`config.mk`:
```
export PLATFORM = sky130hd
export DESIGN_NAME = cam_clk_power_seq
export DESIGN_NICKNAME = d
export VERILOG_FILES = /design/src/rtl/cam_clk_power_seq.sv
export SDC_FILE = /design/constraint.sdc
export NUM_CORES = 1
export LEC_CHECK = 0
export CAP_MARGIN = 20
export CORE_MARGIN = 2
export CORE_UTILIZATION = 45
export DETAILED_ROUTE_END_ITERATION = 6
export PLACE_DENSITY = 0.68
export SYNTH_ARGS = -nofsm -noshare
export SYNTH_HDL_FRONTEND = slang
export SYNTH_SLANG_ARGS = --single-unit
```
`constraint.sdc`:
```
create_clock -name clk -period 1.85 [get_ports clk]
set_input_delay 0.37 -clock clk [delete_from_list [all_inputs] [get_ports clk]]
set_output_delay 0.37 -clock clk [all_outputs]
set_load 0.02 [all_outputs]
```
`src/rtl/cam_clk_power_seq.sv`:
```
// cam_clk_power_seq: qualifies PLL lock, then sequences OV7670 XCLK/PWDN/RESET# bring-up.
// Revision: 1.0
`default_nettype none

module cam_clk_power_seq #(
   parameter int LOCK_QUAL_CYCLES = 1024,
   parameter int PWDN_CYCLES      = 2400,
   parameter int RST_CYCLES       = 2400,
   parameter int SETTLE_CYCLES    = 24000,
   parameter int CNT_W            = 16
) (
   input  logic       clk,
   input  logic       reset,
   input  logic       pll_lock,
   output logic       xclk_en,
   output logic       cam_pwdn,
   output logic       cam_reset_n,
   output logic       sys_reset,
   output logic       ready,
   output logic [7:0] relock_count,
   output logic [2:0] state
);

   typedef enum logic [2:0] {
      WAIT_LOCK = 3'd0,
      LOCK_QUAL = 3'd1,
      PWDN      = 3'd2,
      CAM_RST   = 3'd3,
      SETTLE    = 3'd4,
      READY     = 3'd5
   } state_t;

   localparam logic [CNT_W-1:0] LQ_LOAD  = CNT_W'(LOCK_QUAL_CYCLES - 1);
   localparam logic [CNT_W-1:0] PW_LOAD  = CNT_W'(PWDN_CYCLES - 1);
   localparam logic [CNT_W-1:0] RST_LOAD = CNT_W'(RST_CYCLES - 1);
   localparam logic [CNT_W-1:0] ST_LOAD  = CNT_W'(SETTLE_CYCLES - 1);

   state_t           cur;
   logic [CNT_W-1:0] cnt;
   logic [1:0]       sync;
   logic             lock_s;

   assign lock_s = sync[1];
   assign state  = cur;

   always_ff @(posedge clk) begin
      if (reset) begin
         sync         <= 2'b00;
         cur          <= WAIT_LOCK;
         cnt          <= '0;
         relock_count <= 8'd0;
         xclk_en      <= 1'b0;
         cam_pwdn     <= 1'b1;
         cam_reset_n  <= 1'b0;
         sys_reset    <= 1'b1;
         ready        <= 1'b0;
      end else begin
         sync <= {sync[0], pll_lock};

         // Pin outputs follow the state register one cycle later.
         xclk_en     <= (cur != WAIT_LOCK) && (cur != LOCK_QUAL);
         cam_pwdn    <= (cur == WAIT_LOCK) || (cur == LOCK_QUAL) || (cur == PWDN);
         cam_reset_n <= (cur == SETTLE) || (cur == READY);
         sys_reset   <= (cur != READY);
         ready       <= (cur == READY);

         // Lock loss wins over any phase expiry in the same cycle.
         if (cur != WAIT_LOCK && !lock_s) begin
            cur <= WAIT_LOCK;
            cnt <= '0;
            if (relock_count != 8'hFF)
               relock_count <= relock_count + 8'd1;
         end else begin
            case (cur)
               WAIT_LOCK: begin
                  if (lock_s) begin
                     cur <= LOCK_QUAL;
                     cnt <= LQ_LOAD;
                  end
               end
               LOCK_QUAL: begin
                  if (cnt == '0) begin
                     cur <= PWDN;
                     cnt <= PW_LOAD;
                  end else begin
                     cnt <= cnt - 1'b1;
                  end
               end
               PWDN: begin
                  if (cnt == '0) begin
                     cur <= CAM_RST;
                     cnt <= RST_LOAD;
                  end else begin
                     cnt <= cnt - 1'b1;
                  end
               end
               CAM_RST: begin
                  if (cnt == '0) begin
                     cur <= SETTLE;
                     cnt <= ST_LOAD;
                  end else begin
                     cnt <= cnt - 1'b1;
                  end
               end
               SETTLE: begin
                  if (cnt == '0) begin
                     cur <= READY;
                     cnt <= '0;
                  end else begin
                     cnt <= cnt - 1'b1;
                  end
               end
               READY:   cur <= READY;
               default: cur <= WAIT_LOCK;
            endcase
         end
      end
   end

endmodule

`default_nettype wire
```
==> results of run 1 <==
worst max path at each step:
stage / from / endpoint / slack, ns / depth (start not counted)
final: cnt[0] / cnt[6] / 0.08 / 7
after global routing: cnt[0] / cnt[5] / -0.03 / 9
after CTS: cnt[0] / cnt[6] / 0.04 / 7
after detailed placement: cnt[0] / cnt[6] / 0.05 / 7
after global placement: cnt[1] / cnt[6] / 0.10 / 7
after floorplan: relock_count[1] / relock_count[7] / 0.007 / 6
power by group through the flow:
stage               Combinational [uW]  Clock, uW  Sequential (uW)
floorplan                          285          0              809
CTS                                485        714              789
detailed placement                 482          0              806
finish                             522        686              794
global placement                   476          0              806
global route                       568        741              798
metrics by stage:
step                      worst slack [ns]  util (%)  setup TNS [ns]  std cells
after floorplan                    0.00690         -               0        216
after global placement               0.101      56.9               0        305
after detailed placement            0.0517      56.9               0        305
after CTS                           0.0388      59.7               0        312
after global routing               -0.0251      61.0         -0.0251        313
final                               0.0757      61.0               0        313
layer usage:
metal | track usage [%] | wire length, um | vias to the layer above
met2 | 35.0 | 2170 | 49
met3 | 5.50 | 230 | 4
met4 | 7.65 | 28 | 0
met1 | 26.5 | 2050 | 826
met5 | 0 | 0 | -
li1 | - | - | 891
flip-flops by register name, indices dropped and copies added, names as in the netlist:
name	flops
state	3
ready	1
xclk_en	1
relock_count	8
cam_pwdn	1
cam_reset_n	1
sync	2
sys_reset	1
cnt	16
synth_stat cells, types with 2 or more instances:
library cell	instances
o211ai_1	5
a21o_1	3
or3_1	2
nor2_1	22
a311oi_1	5
dfxtp_1	34
clkbuf_1	5
o21ai_0	7
ha_1	3
and3_1	2
and2_1	3
a211o_1	2
xnor2_1	2
nand3b_1	2
a31oi_1	3
nor4_1	3
buf_6	3
inv_1	5
nand2_1	16
nand3_1	9
nor3_1	11
nand2b_1	5
o22ai_1	2
nand4_1	6
o31ai_1	5
a21oi_1	15
nand4b_1	2
xor2_1	6
o21a_1	2
nor2b_1	2
what timing repair did:
action,in CTS,in global routing
buffers inserted,0,1
setup endpoints to repair,0,12
resized for setup,0,13
hold endpoints to repair,0,0
hold buffers,0,0
kinds of logic (layout without fill, tap and decap cells):
family,Yosys count,after routing
buffers and inverters,15,62
adder cells (fa/ha/maj),4,4
XOR/XNOR,8,8
multiplexers,1,1
AO/OA/AOI/OAI,58,58
AND/OR/NAND/NOR,96,96
flip-flops,34,34
cells in the final DEF, fill, tap and decap left out, drive strengths merged, types with 3 or more instances in the layout:
cell / count
clkbuf: 6
nand3: 9
inv: 5
clkdlybuf4s50: 18
nand4: 6
nand2: 16
a311oi: 6
a21o: 3
buf: 32
o211ai: 5
or3: 3
a21boi: 3
nor2: 22
xor2: 6
nand2b: 5
a31oi: 3
ha: 3
and2: 4
o21ai: 9
nor4: 4
o31ai: 5
nor3: 12
dfxtp: 34
a21oi: 15
cell type report:
class                   count  area [um2]
fillers                   357        1540
multi-input cells         167        1100
flip-flops and latches     34         684
repair buffers             50         424
clock buffers               6        82.6
well taps                  50        62.6
clock inverters             1        30.0
inverters                   5        21.3
critical path, cell delays in order, from the launching register on:
cell,delay [ns]
dfxtp_2,0.33
inv_4,0.07
ha_1,0.20
or3b_2,0.49
o31ai_2,0.24
nand3_1,0.14
a21oi_1,0.16
nor4_1,0.05
==> flow_metrics.py, run 1 <==
metrics = {
    "global_route": {
        "groute.usage.overall_pct": 21.3,
        "antenna_found_initial": 0,
        "grt_max_degree": 17,
        "grt_pass1_wl_um": 7270,
        "grt_pass1_vias": 1624,
        "grt_overflow": 0,
    },
    "synthesis": {
        "yosys_warnings": 0,
        "netlist_area_mm2": 0.00183,
        "synth-xor-area-share_pct": 3.84,
        "synth_compound_area_share_pct": 22.5,
        "netlist.top_cell.by_area": "dfxtp_1",
        "ys_seq_area_share_pct": 37.3,
        "synth_top_family_by_area": "simple AND/OR/NAND/NOR gates",
        "synth_fa_ha_area_share_pct": 2.67,
        "synthFlopType": "dfxtp_1",
        "syn_inst": 216,
        "synth-simple-area-share_pct": 28.8,
        "synth_mux_area_share_pct": 0.548,
        "synth_edf_count": 0,
        "synth.net_count": 222,
        "ys_async_sr_fraction_pct": 0,
        "synthTopCellsByArea": "dfxtp_1 37%, nor2_1 4.5%, a21oi_1 4.1%",
        "synth_seq_cells": 34,
        "synth_top_cell_area_share_pct": 37.3,
        "yosysUniqueCellTypes": 54,
        "avgSynthCellArea_um2": 8.46,
    },
    "power_and_ir_drop": {
        "swShare_pct": 28.0,
        "p_sw_uw": 562,
        "peakVddDrop_uv": 326,
        "cellPowerDensity_mw_per_mm2": 832,
        "p_total_uw": 2000,
        "seqPwrFrac_pct": 39.7,
        "power_leakage_uw": 0.000916,
        "intPower_uw": 1440,
        "combPwrFrac_pct": 26.1,
        "clockPowerShare_pct": 34.3,
    },
    "clock_tree": {
        "insertion_delay_ns": 0.28,
        "clkTransAtPathRegs_ns": 0.07,
        "root_buffer": "clkbuf_8",
        "cts_max_level": 2,
        "clk_path_buf_depth": 2,
        "cts_tree": "yes",
        "cts.sinks": 34,
        "numCtsBuffers": 5,
    },
    "floorplanning": {
        "die_height_um": 67.7,
        "start_util_pct": 46.3,
        "ios": 19,
        "die_area_mm2": 0.00459,
        "rows": 23,
        "die_w_um": 67.7,
        "core_mm2": 0.00394,
    },
    "sta": {
        "rsz0062_at_grt": "true",
        "maxSlewHeadroom_pct": 59.9,
        "fin_worst_skew_ns": 0.00307,
        "hold_violations": 0,
        "slew_viol_final": 0,
        "hold_ws_ns": 0.443,
        "setup_violations": 0,
        "worst_pin_slew_ns": 0.597,
        "period_minus_slack_ns": 1.77,
        "period_share_pct": 95.9,
        "fmax_ghz": 0.564,
    },
    "routing": {
        "ant_nets": 0,
        "drt_pass1_iterations": 4,
        "drt_drc_violations_left": 0,
        "vias_per_cell": 5.65,
        "vias": 1770,
        "drt-initial-drc-count": 167,
        "wl_per_cell_um": 14.3,
        "wl_um": 4480,
    },
    "setup_path": {
        "cp-start-kind": "flip-flop",
        "r2r_start": "cnt[0]",
        "path_max_fanout": 4,
        "rr_worst_depth": 7,
        "r2r_end": "cnt[6]",
        "r2r_slack_ns": 0.08,
        "crit_type": "flip-flop to flip-flop",
        "cp.arrival_ns": 1.95,
        "end_kind": "flip-flop",
        "critPathRequiredTime_ns": 2.03,
    },
    "final_layout": {
        "fin_nets": 269,
        "area_growth_pct": 31.7,
        "drive_gt1_share_pct": 22.8,
        "final_area_mm2": 0.00241,
        "antenna_cells": 0,
    },
    "placement": {
        "gp_congestion": 0.898,
        "io_buffers": 18,
        "hpwl_um": 3270,
        "placed_cell_area_mm2": 0.00224,
    },
    "worst_hold_path": {
        "hold_path_depth": 1,
        "hp-class": "flip-flop to flip-flop",
        "worstHoldStart": "sync[0]",
        "holdPathEnd": "sync[1]",
    },
    "run": {
        "maxCapViolCount": 0,
    },
    "run_status": {
        "status": "finished clean",
    },
}
Power figures use the tool's default switching activity.
==> run 2: changes to the inputs <==
--- a/config.mk
+++ b/config.mk
@@ -9,7 +9,7 @@
 export CORE_MARGIN = 2
 export CORE_UTILIZATION = 45
 export DETAILED_ROUTE_END_ITERATION = 6
-export PLACE_DENSITY = 0.68
+export DONT_BUFFER_PORTS = 1
 export SYNTH_ARGS = -nofsm -noshare
 export SYNTH_HDL_FRONTEND = slang
 export SYNTH_SLANG_ARGS = --single-unit
==> flow_metrics.py, run 2 (synthesized netlist as in run 1, its figures left out) <==
metrics = {
    "run_status": {
        "status": "finished clean",
    },
    "routing": {
        "wl_um": 4660,
        "drt-initial-drc-count": 154,
        "vias_per_cell": 5.88,
        "vias": 1805,
        "drt_drc_violations_left": 0,
        "ant_nets": 0,
        "wl_per_cell_um": 15.2,
        "drt_pass1_iterations": 4,
    },
    "sta": {
        "fin_worst_skew_ns": 0.00507,
        "setup_violations": 0,
        "period_share_pct": 94.9,
        "worst_pin_slew_ns": 0.398,
        "fmax_ghz": 0.570,
        "hold_ws_ns": 0.144,
        "hold_violations": 0,
        "slew_viol_final": 0,
        "maxSlewHeadroom_pct": 73.3,
        "period_minus_slack_ns": 1.76,
        "fin_tns_setup_ns": 0,
    },
    "run": {
        "maxCapViolCount": 0,
    },
    "setup_path": {
        "startpoint": "cnt[0]",
        "cp_cell_sequence": "inv_2, ha_2, or3b_2, o31ai_4, nand3_1, a21oi_1, nor4_1",
        "path_buf_inv": 1,
        "slowest_stage": "or3b_2",
        "rr_worst_depth": 7,
        "critPathRequiredTime_ns": 2.03,
        "end_kind": "flip-flop",
        "cp.arrival_ns": 1.93,
        "path_max_fanout": 4,
        "r2r_end": "cnt[6]",
        "max_stage_delay_ns": 0.50,
        "cp-start-kind": "flip-flop",
        "critical-path-top-delay-family": "simple AND/OR/NAND/NOR gates",
        "r2r_start": "cnt[0]",
        "r2r_slack_ns": 0.09,
        "crit_type": "flip-flop to flip-flop",
    },
    "final_layout": {
        "largest_reg_flops": 16,
        "final_area_mm2": 0.00228,
        "regMostFlops": "cnt",
        "mostFrequentLayoutCell": "buf_4",
        "fin_nets": 263,
        "area_growth_pct": 25.0,
        "fin_cells": 307,
        "antenna_cells": 0,
        "drive_gt1_share_pct": 28.4,
        "layout_common_cells": "44 x buf_4, 32 x dfxtp_1, 22 x nor2_1, 16 x nand2_1, 14 x a21oi_1",
    },
    "power_and_ir_drop": {
        "power_leakage_uw": 0.000895,
        "peakVddDrop_uv": 489,
        "cellPowerDensity_mw_per_mm2": 806,
        "p_total_uw": 1840,
    },
    "floorplanning": {
        "ios": 19,
        "core_mm2": 0.00394,
        "die_height_um": 67.7,
        "die_w_um": 67.7,
        "die_area_mm2": 0.00459,
        "rows": 23,
        "start_util_pct": 46.3,
    },
    "global_route": {
        "grt_overflow": 0,
        "grt_pass1_wl_um": 7780,
        "grt_pass1_vias": 1709,
        "antenna_found_initial": 0,
        "groute.usage.overall_pct": 22.5,
        "grt_max_degree": 18,
    },
    "worst_hold_path": {
        "hp-class": "input pin to flip-flop",
        "worstHoldStart": "reset",
        "hold_path_depth": 1,
        "holdPathEnd": "sync[1]",
    },
    "placement": {
        "io_buffers": 0,
        "placed_cell_area_mm2": 0.00216,
        "gp_congestion": 0.900,
        "hpwl_um": 3480,
        "dpl.cell_count": 300,
    },
    "clock_tree": {
        "cts_tree": "yes",
        "insertion_delay_ns": 0.29,
        "cts.sinks": 34,
        "root_buffer": "clkbuf_8",
        "cts_max_level": 2,
        "clkTransAtPathRegs_ns": 0.07,
        "numCtsBuffers": 5,
        "cts_setup_buffers": 0,
        "clk_path_buf_depth": 2,
    },
}
==> run 2: worst max-delay path by stage <==
| stage | to | slack, ns | cells after the start |
|---|---|---|---|
| global route | cnt[5] | -0.05 | 8 |
| CTS | cnt[12] | 0.004 | 8 |
| detailed placement | cnt[12] | 0.02 | 8 |
| floorplan | relock_count[7] | 0.007 | 6 |
| global placement | cnt[7] | 0.06 | 8 |
| finish | cnt[6] | 0.09 | 7 |
==> run 2: metal layers <==
| layer | vias to the layer above | global-route usage [%] | share of wire, % |
|---|---|---|---|
| met5 | - | 0 | 0 |
| met4 | 0 | 8.16 | 1.7 |
| met3 | 12 | 5.83 | 4.6 |
| met2 | 54 | 39.0 | 50 |
| met1 | 858 | 26.6 | 43 |
| li1 | 881 | - | - |
==> run 2: stage by stage <==
step | setup slack, ns | utilization (%)
2_1_floorplan | 0.00690 | -
3_3_place_gp | 0.0644 | 54.8
3_5_place_dp | 0.0177 | 54.8
4_1_cts | 0.00386 | 56.8
5_1_grt | -0.0470 | 57.9
6_report | 0.0949 | 57.9
==> run 2: area by class of cell <==
cell class | instances | area, um2
Clock buffer | 5 | 68.8
Clock inverter | 2 | 10.0
Fill cell | 340 | 1660
Inverter | 5 | 18.8
Multi-Input combinational cell | 167 | 1110
Sequential cell | 34 | 683
Tap cell | 50 | 62.6
Timing Repair Buffer | 44 | 330
==> run 2: where the power goes <==
group / switching [uW] / internal, uW / leakage (uW)
clock network: 267 / 252 / 0.0000438
logic: 272 / 258 / 0.000574
registers: 28.6 / 761 / 0.000277
total: 568 / 1270 / 0.000895
==> run 2: repair_timing <==
action                                  CTS  global route
resized for setup                         0            12
hold buffers                              0             0
endpoints found under the setup margin    0            14
==> run 3: changes to the inputs <==
--- a/config.mk
+++ b/config.mk
@@ -7,7 +7,7 @@
 export LEC_CHECK = 0
 export CAP_MARGIN = 20
 export CORE_MARGIN = 2
-export CORE_UTILIZATION = 45
+export CORE_UTILIZATION = 35
 export DETAILED_ROUTE_END_ITERATION = 6
 export DONT_BUFFER_PORTS = 1
 export SYNTH_ARGS = -nofsm -noshare
==> constraint.sdc (replaced) <==
create_clock -name clk -period 2 [get_ports clk]
set_input_delay 0.4 -clock clk [delete_from_list [all_inputs] [get_ports clk]]
set_output_delay 0.4 -clock clk [all_outputs]
set_load 0.02 [all_outputs]
==> flow_metrics.py, run 3 (synthesized netlist as in run 1, its figures left out) <==
metrics = {
    "run_status": {
        "status": "finished clean",
    },
    "sta": {
        "fin_worst_skew_ns": 0.00875,
        "setup_violations": 0,
        "slew_viol_final": 0,
        "hold_ws_ns": 0.179,
        "maxSlewHeadroom_pct": 74.0,
        "period_share_pct": 92.2,
        "worst_pin_slew_ns": 0.390,
        "fin_tns_setup_ns": 0,
        "layout_setup_ws_ns": 0.156,
        "rsz0062_at_grt": "true",
        "period_minus_slack_ns": 1.84,
        "fmax_ghz": 0.542,
        "hold_violations": 0,
    },
    "setup_path": {
        "critPathRequiredTime_ns": 2.18,
        "slowest_stage": "or3b_2",
        "path_max_fanout": 5,
        "cp.arrival_ns": 2.03,
        "max_stage_delay_ns": 0.51,
        "rr_worst_depth": 7,
        "path_buf_inv": 1,
        "cp_cell_sequence": "inv_2, ha_1, or3b_2, o31ai_2, nand3_2, a21oi_1, nor4_1",
        "path_depth": 7,
        "cp-start-kind": "flip-flop",
        "crit_type": "flip-flop to flip-flop",
        "critical-path-top-delay-family": "simple AND/OR/NAND/NOR gates",
        "end_kind": "flip-flop",
    },
    "global_route": {
        "grt_util_met1_pct": 20.0,
        "grt_busiest_layer": "met2",
        "grt_use_met2_pct": 24.2,
        "grt_pass1_wl_um": 7210,
        "antenna_found_initial": 0,
        "grt_pass1_vias": 1511,
        "met3_usage_pct": 3.79,
        "groute.usage.overall_pct": 15.3,
        "grt_max_degree": 18,
        "grt_overflow": 0,
    },
    "placement": {
        "hpwl_um": 3080,
        "gp_congestion": 0.846,
        "post-place-ws_ns": 0.0331,
        "io_buffers": 0,
    },
    "routing": {
        "ant_nets": 0,
        "wl_um": 4250,
        "vias_per_cell": 5.37,
        "vias": 1650,
        "drt_pass1_iterations": 4,
        "drt-initial-drc-count": 136,
        "drt_drc_violations_left": 0,
        "wl_per_cell_um": 13.8,
    },
    "floorplanning": {
        "die_w_um": 76.2,
        "die_area_mm2": 0.00581,
        "die_height_um": 76.2,
        "core_mm2": 0.00507,
        "start_util_pct": 36.0,
        "ios": 19,
        "rows": 26,
    },
    "final_layout": {
        "multi_input_area_mm2": 0.00110,
        "fill_cells": 527,
        "antenna_cells": 0,
        "area_growth_pct": 18.9,
        "regMostFlops": "cnt",
        "fin_util_pct": 42.8,
        "largest_reg_flops": 16,
        "fin_nets": 242,
        "seq_area_um2": 683,
        "mostFrequentLayoutCell": "dfxtp_1",
        "layout_common_cells": "32 x dfxtp_1, 23 x buf_4, 22 x nor2_1, 16 x nand2_1, 15 x a21oi_1",
        "drive_gt1_share_pct": 21.9,
    },
    "clock_tree": {
        "cts.sinks": 34,
        "cts_tree": "yes",
        "clk_path_buf_depth": 2,
        "insertion_delay_ns": 0.29,
        "clkTransAtPathRegs_ns": 0.07,
        "postCtsHoldBufs": 0,
        "numCtsBuffers": 5,
        "root_buffer": "clkbuf_8",
        "cts_max_level": 2,
    },
    "run": {
        "maxCapViolCount": 0,
    },
    "power_and_ir_drop": {
        "p_total_uw": 1740,
        "power_leakage_uw": 0.000807,
        "cellPowerDensity_mw_per_mm2": 803,
        "peakVddDrop_uv": 429,
    },
    "worst_hold_path": {
        "hp-class": "input pin to flip-flop",
        "hold_path_depth": 1,
    },
}
==> run 3: cell count changes in the layout (fill, tap and decap cells not counted), sizes merged <==
cell,change
clkinv,-2
clkbuf,+3
buf,-21
==> run 3: worst reg2reg max path, cell delays in order (launching register included) <==
cell and delay (ns):
dfxtp_2 0.35, inv_2 0.07, ha_1 0.21, or3b_2 0.51, o31ai_2 0.27, nand3_2 0.13
a21oi_1 0.15, nor4_1 0.05
==> run 3: path summary, 6_finish.rpt <==
path	startpoint	slack, ns	endpoint
worst max-delay path	cnt[0]	0.16	cnt[6]
worst min-delay path	reset	0.18	relock_count[3]
worst max register to register	cnt[0]	0.16	cnt[6]
worst min register to register	sync[0]	0.44	sync[1]
==> run 3: cell type report <==
type / instances / area share, %
repair buffers: 23 / 7.95
multi-input cells: 167 / 50.6
flip-flops and latches: 34 / 31.5
well taps: 70 / 4.03
clock buffers: 8 / 5.07
inverters: 5 / 0.864
==> run 3: timing repair <==
| item | in CTS | in global routing |
|---|---|---|
| gates resized for setup | 0 | 12 |
| setup buffers | 0 | 0 |
| setup endpoints to repair | 0 | 14 |
==> run 3: routing by layer <==
| layer | vias up | wire length (um) |
|---|---|---|
| li1 | 835 | - |
| met2 | 40 | 1990 |
| met5 | - | 0 |
| met3 | 4 | 213 |
| met4 | 0 | 57 |
| met1 | 771 | 1990 |
==> run 3: metrics by stage <==
stage          cell area, um2  instances
2_1_floorplan            1830        216
3_3_place_gp             2030        299
3_5_place_dp             2030        299
4_1_cts                  2140        307
5_1_grt                  2170        307
6_report                 2170        307
==> run 3: power breakdown <==
part | internal [uW] | switching (uW) | total (uW)
Combinational | 178 | 221 | 399
Clock | 348 | 252 | 600
Sequential | 704 | 41.6 | 746
